--- src/rtl/dsp_mac_acc.sv ---
// dsp_mac_acc: pipelined signed multiply-accumulate with per-group rounded/saturated result and valid/ready handshakes
// Ports:
//   CLK, RST_N         rising-edge clock, synchronous active-low reset
//   IN_VALID/IN_READY  input handshake for one A*B sample; SUB=1 subtracts that product
//   A, B, SUB          signed sample pair and add/subtract select
//   OUT_VALID/OUT_READY output handshake for one group result
//   P, P_FULL          rounded/clipped result and raw group accumulator value
//   OVF, SAT           group accumulator overflow (sticky) and saturation flag
module dsp_mac_acc #(
  parameter int A_WIDTH     = 18,
  parameter int B_WIDTH     = 18,
  parameter int ACC_WIDTH   = 48,
  parameter int OUT_WIDTH   = 24,
  parameter int MULT_STAGES = 2,
  parameter int DOT_LEN     = 8,
  parameter int SHIFT       = 12,
  parameter int SAT_EN      = 1
) (
  input  logic                        CLK,
  input  logic                        RST_N,
  input  logic                        IN_VALID,
  output logic                        IN_READY,
  input  logic signed [A_WIDTH-1:0]   A,
  input  logic signed [B_WIDTH-1:0]   B,
  input  logic                        SUB,
  output logic                        OUT_VALID,
  input  logic                        OUT_READY,
  output logic signed [OUT_WIDTH-1:0] P,
  output logic signed [ACC_WIDTH-1:0] P_FULL,
  output logic                        OVF,
  output logic                        SAT
);
  localparam int PW = A_WIDTH + B_WIDTH;
  localparam int MS = MULT_STAGES;
  localparam int CW = DOT_LEN > 1 ? $clog2(DOT_LEN) : 1;
  localparam int M  = ACC_WIDTH - 1;
  localparam logic [ACC_WIDTH:0] RND = SHIFT == 0 ? '0 : (ACC_WIDTH+1)'(1) << (SHIFT == 0 ? 0 : SHIFT - 1);
  localparam logic signed [ACC_WIDTH:0] PMAX = ((ACC_WIDTH+1)'(1) << (OUT_WIDTH - 1)) - 1;
  localparam logic signed [ACC_WIDTH:0] PMIN = -PMAX - 1;
  logic                        en, step, grp_done, ovf_add, hi, lo;
  logic signed [PW-1:0]        prod_q [MS];
  logic signed [PW-1:0]        prod_d [MS];
  logic [MS-1:0]               sub_q, sub_d, vld_q, vld_d;
  logic signed [ACC_WIDTH-1:0] acc_q, acc_d, ext, acc_next, p_full_q, p_full_d;
  logic [CW-1:0]               cnt_q, cnt_d;
  logic                        sticky_q, sticky_d, out_valid_q, out_valid_d;
  logic                        ovf_q, ovf_d, sat_q, sat_d;
  logic signed [OUT_WIDTH-1:0] p_q, p_d;
  logic signed [ACC_WIDTH:0]   rnd_sum, r, clip;
  always_comb begin
    en       = !(out_valid_q && !OUT_READY);
    IN_READY = en && RST_N;
    ext      = ACC_WIDTH'(prod_q[MS-1]);
    acc_next = sub_q[MS-1] ? acc_q - ext : acc_q + ext;
    // overflow: operands effectively share a sign yet the result sign differs
    ovf_add  = ((acc_q[M] ^ ext[M]) == sub_q[MS-1]) && (acc_next[M] != acc_q[M]);
    step     = en && vld_q[MS-1];
    grp_done = step && cnt_q == CW'(DOT_LEN - 1);
    rnd_sum  = {acc_next[M], acc_next} + RND;
    r        = rnd_sum >>> SHIFT;
    hi       = r > PMAX;
    lo       = r < PMIN;
    clip     = SAT_EN != 0 ? (hi ? PMAX : lo ? PMIN : r) : r;
    prod_d   = prod_q;
    sub_d    = sub_q;
    vld_d    = vld_q;
    if (en) begin
      prod_d[0] = A * B;
      sub_d[0]  = SUB;
      vld_d[0]  = IN_VALID && RST_N;
      for (int i = 1; i < MS; i++) begin
        prod_d[i] = prod_q[i-1];
        sub_d[i]  = sub_q[i-1];
        vld_d[i]  = vld_q[i-1];
      end
    end
    acc_d    = acc_q;
    cnt_d    = cnt_q;
    sticky_d = sticky_q;
    if (step) begin
      acc_d    = grp_done ? '0 : acc_next;
      cnt_d    = grp_done ? '0 : cnt_q + CW'(1);
      sticky_d = !grp_done && (sticky_q || ovf_add);
    end
    out_valid_d = grp_done || (out_valid_q && !OUT_READY);
    p_d         = grp_done ? clip[OUT_WIDTH-1:0] : p_q;
    p_full_d    = grp_done ? acc_next : p_full_q;
    ovf_d       = grp_done ? (sticky_q || ovf_add) : ovf_q;
    sat_d       = grp_done ? (SAT_EN != 0 && (hi || lo)) : sat_q;
  end
  always_ff @(posedge CLK) begin
    prod_q <= prod_d;
    sub_q  <= sub_d;
    if (!RST_N) begin
      vld_q       <= '0;
      acc_q       <= '0;
      cnt_q       <= '0;
      sticky_q    <= 1'b0;
      out_valid_q <= 1'b0;
      p_q         <= '0;
      p_full_q    <= '0;
      ovf_q       <= 1'b0;
      sat_q       <= 1'b0;
    end else begin
      vld_q       <= vld_d;
      acc_q       <= acc_d;
      cnt_q       <= cnt_d;
      sticky_q    <= sticky_d;
      out_valid_q <= out_valid_d;
      p_q         <= p_d;
      p_full_q    <= p_full_d;
      ovf_q       <= ovf_d;
      sat_q       <= sat_d;
    end
  end
  assign OUT_VALID = out_valid_q;
  assign P         = p_q;
  assign P_FULL    = p_full_q;
  assign OVF       = ovf_q;
  assign SAT       = sat_q;
endmodule

--- config.mk ---
export PLATFORM = sky130hd
export DESIGN_NAME = dsp_mac_acc
export DESIGN_NICKNAME = d
export VERILOG_FILES = /design/src/rtl/dsp_mac_acc.sv
export SDC_FILE = /design/constraint.sdc
export NUM_CORES = 1
export LEC_CHECK = 0
export CAP_MARGIN = 20
export CELL_PAD_IN_SITES_DETAIL_PLACEMENT = 1
export CELL_PAD_IN_SITES_GLOBAL_PLACEMENT = 1
export CORE_MARGIN = 5
export CORE_UTILIZATION = 32
export DETAILED_ROUTE_END_ITERATION = 10
export GPL_TIMING_DRIVEN = 0
export PLACE_DENSITY = 0.63
export SYNTH_ARGS = -nofsm -noshare
export SYNTH_HDL_FRONTEND = slang
export SYNTH_SLANG_ARGS = --single-unit
--- constraint.sdc ---
create_clock -name CLK -period 14.7 [get_ports CLK]
set_input_delay 4.41 -clock CLK [delete_from_list [all_inputs] [get_ports CLK]]
set_output_delay 4.41 -clock CLK [all_outputs]
set_load 0.02 [all_outputs]
After elaboration in Yosys (flattened, before gate mapping)
Index checks and enable logic that the tools add are counted.
{"block": "word_totals", "ff_bits": 203, "latchBits": 0, "ramBits": 0, "rom_bits": 0, "input_bits": 41, "wordCells": 41, "n_memories": 0}
{"block": "classes", "addsub": 4, "multipliers": 1, "n_div": 0, "order_cmp": 2, "n_eq_ne": 3, "shifts": 0, "muxes": 5, "bitwise": 1, "n_reduce_logical": 13}
{"operator": "$mux 48", "n": 2}
{"operator": "$add 48x13->49 const B", "n": 1}
{"operator": "$add 48x36->48", "n": 1}
{"operator": "$mux 24", "n": 2}
{"operator": "$sub 48x36->48", "n": 1}
{"operator": "$gt 37x24->1 const B", "n": 1}
{"operator": "$lt 37x24->1 const B", "n": 1}
{"operator": "$mul 18x18->36", "n": 1}
{"operator": "$logic_and 1x1->1", "n": 7}
{"operator": "$add 3x1->3 const B", "n": 1}
{"operator": "$eq 3x3->1 const B", "n": 1}
{"operator": "$logic_not 1->1", "n": 3}
{"operator": "$logic_or 1x1->1", "n": 3}
{"operator": "$mux 3", "n": 1}
{"operator": "$eq 1x1->1", "n": 1}
{"operator": "$ne 1x1->1", "n": 1}
{"operator": "$xor 1x1->1", "n": 1}

Depth between registers and ports, before layout
{"block": "logic_depth", "ltp_word": 7, "depth_mapped": 29, "ltp_nobuf": 28}

Least setup slack after synthesis
Ideal clock, no wire load.
{"block": "synth_timing", "path_kind": "input port to output port", "start": "input OUT_READY", "end": "output IN_READY", "arrival_time_ns": 7.147, "setup_slack_ns": 3.143, "path_stages": 3, "cell_sequence": "nand2b_1 > clkbuf_1 > and2_1"}
{"block": "synth_via", "elab_chain_cells": 4}
{"item": "start: declaration", "line": "27", "text": "input logic OUT_READY,"}
{"item": "$logic_not 1->1", "line": "51", "text": "en = !(out_valid_q && !OUT_READY);"}
{"item": "$logic_and 1x1->1", "line": "51"}
{"item": "$logic_not 1->1", "line": "51"}
{"item": "$logic_and 1x1->1", "line": "52", "text": "IN_READY = en && RST_N;"}
{"item": "end: declaration", "line": "22", "text": "output logic IN_READY,"}
Every way passes these cells.

Worst setup path after layout
{"block": "layout_timing", "start": "input A[6]", "end": "register prod_q[68] in the netlist's numbering, data pin"}
{"block": "layout_via", "elab_chain_cells": 1}
{"item": "start: declaration", "line": "23", "text": "input logic signed [A_WIDTH-1:0] A,"}
{"item": "$mul 18x18->36", "line": "68", "text": "prod_d[0] = A * B;"}
{"item": "end signal: assignment", "line": "92", "text": "prod_q <= prod_d;"}
{"item": "end: declaration", "line": "41", "text": "logic signed [PW-1:0] prod_q [MS];"}
Every way passes these cells.
A chain may end at the register's enable or synchronous reset.

==> results.md <==
- Outcome: complete, no violations
- Number of antenna violations at the first check in global routing: 0
- Synth cell count leaders: 383 x inv_1, 330 x fa_1, 326 x nand2_1, 180 x nor2_1, 150 x a21oi_1
- Die area: 80000 µm²
- Grt ovf: 0
- Gpl congestion: 0.906
- Crit-path max FO: 10
- Number of I/O port buffers: 95
- Initial Util: 0.321
- Post-synth EDFFs: 74
- GRT Util Overall: 0.185
- Final setup viols: 0
- Clk_lat worst skew: 0.54 ns
- Initial DRC count: 888
- H-tree levels: 1
- Worst Setup End Kind: register
- CTS max path bufs: 3
- Vias: 19100
- Worst path most repeated cell: fa_1
- Ys Warns: 0
- Top cell type's share of synthesized area: 0.277
- Post-layout minimum cycle time: 11.92 ns
- Die height: 283 µm
- Primary FF master, synth: dfxtp_1
- Required @ worst endpoint: 14.98 ns
- Area grow syn2layout: 12.1%
- Share of cells above drive strength 1: 0.0346
- Worst Setup Start Kind: input pin
- Slowest cell delay on critical path: 0.83 ns
- Synth cell types: 90
- Cell family with most CP delay: adder cells
- Hold Buf Count CTS: 0
- Seq cells post-synth: 203
- Period utilization: 0.811
- Slew headroom: 0.290
- Slowest cell on the critical path: clkdlybuf4s50_1
- Post-Syn Nets: 3187
- Avg Cell Area, Syn: 8.91 µm²
- DP Wirelength: 62200 µm
- Pins Over Slew Limit: 0
- Final setup TNS: 0 ns
- Core ar.: 74100 µm²
- Synthesized area: 23800 µm²
- Arr. time, crit path: 12.20 ns
- Drc violations: 0
- DR pass1 iterations: 5
- Routed Antenna Nets: 0
- Num CTS Buffers: 22
- R2R cell count: 22
- Most frequent cell after synthesis: inv_1
- Antenna diodes: 0
- Ranking of synthesized cells by area: fa_1 28%, dfxtp_1 11%, edfxtp_1 9.3%
- Largest net degree at the start of global routing: 73
- Worst hold stages: 0
- Vias in the first global route: 21400
- Setup bufs post-CTS: 0
- Setup Skew: 0.0241 ns
- Max-cap viol count: 0
- CTS root buffer: clkbuf_16
- Hold Violations, Final: 0
- Worst-margin pin slew: 1.06 ns
- Seq/Total Area, Yosys: 0.202
- Async S/R FF share, synth: 0
- Critical path depth in cells: 26
- CP bufs+invs: 5
- Routed WL: 73600 µm
- Row count: 100
- First-pass GRT wire length: 118000 µm
- Clock-pin transition on the worst setup and hold timing paths: 0.06 ns
- Cell taking the most area after synthesis: fa_1
- Final instance area: 26700 µm²
- Placed instance area: 26000 µm²
- Achievable Freq: 83.9 MHz
- Wire per inst: 19.5 µm
- CTS Sinks: 203
- RSZ-0062 raised after global routing: false
- Layout Nets: 3307
- Ports: 117
- CTS tree: built
- Path type of the worst setup path: input pin to register
- Vias per inst: 5.07
- Chip Width: 283 µm
- Post_cts resized: 0
- Syn Inst Count: 2671
- Worst hold path type: register to register
-- worst paths after layout --
path	end	startpoint	slack, ns
hold reg to reg	ext[25]	prod_q[61]	0.42
setup / recovery	prod_q[68]	A[6]	2.78
setup reg to reg	P[4]	ext[13]	6.74
hold / removal	ext[25]	prod_q[61]	0.42
-- per-layer routing --
layer  wire length, µm  vias to the layer above  global-route usage
met4              1540                        0              0.0421
met3              2410                       84              0.0151
met5                 0                        -                   0
li1                  -                     8935                   -
met1             33000                     9774               0.243
met2             36700                      337               0.332
-- logic make-up (layout without fill, tap and decap cells) --
logic type / Yosys count / count (layout) / share of synthesized area
muxes: 8 / 8 / 0.00342
xor gates and xnor gates: 128 / 128 / 0.0477
adders and majority gates: 475 / 475 / 0.354
AOI/OAI and AO/OA: 466 / 466 / 0.130
and+or+nand+nor: 877 / 877 / 0.181
buffers and inverters: 514 / 650 / 0.0826
DFF: 203 / 203 / 0.202
-- cell usage in the layout, fill, tap and decap left out, drive strengths merged, types with 18 or more instances in the layout --
cell           count
o21ai             83
buf               21
xnor2             97
inv              383
o32ai             24
nand3             28
and3              23
clkdlybuf4s50     95
a21oi            152
a31oi             18
nand2            326
clkbuf           140
a22oi             45
xor2              30
edfxtp            74
and2             137
nor2             180
a21o              40
a211oi            18
ha               145
nor3              47
dfxtp            129
fa               330
nand2b            49
-- layout make-up --
type / instances / area (µm²)
Timing Repair Buffer: 96 / 978
Inverter: 383 / 1440
Fill cell: 8703 / 47400
Sequential cell: 203 / 4800
Clock inverter: 11 / 58.8
Buffer: 131 / 533
Multi-Input combinational cell: 1954 / 17000
Tap cell: 969 / 1210
Clock buffer: 29 / 619
-- stage by stage --
stage / utilization / cells / setup WS [ns] / hold WS [ns]
6_report: 0.360 / 3776 / 2.78 / 0.417
5_1_grt: 0.360 / 3776 / 2.39 / 0.424
4_1_cts: 0.360 / 3776 / 2.78 / 0.416
3_5_place_dp: 0.351 / 3736 / 2.22 / 0.405
3_3_place_gp: 0.351 / 3735 / 1.08 / 0.400
2_1_floorplan: - / 2671 / 3.14 / 0.400
-- flip-flops by register name (all words and copies together), names as in the netlist --
| signal | flops |
|---|---|
| acc_q | 48 |
| P_FULL | 48 |
| OVF | 1 |
| sub_q | 2 |
| SAT | 1 |
| cnt_q | 3 |
| P | 24 |
| ext | 36 |
| prod_q | 36 |
| vld_q | 2 |
| sticky_q | 1 |
| OUT_VALID | 1 |
Power is not shown: default switching activity piles up to over one toggle a cycle in this logic, so the estimate is an artifact.
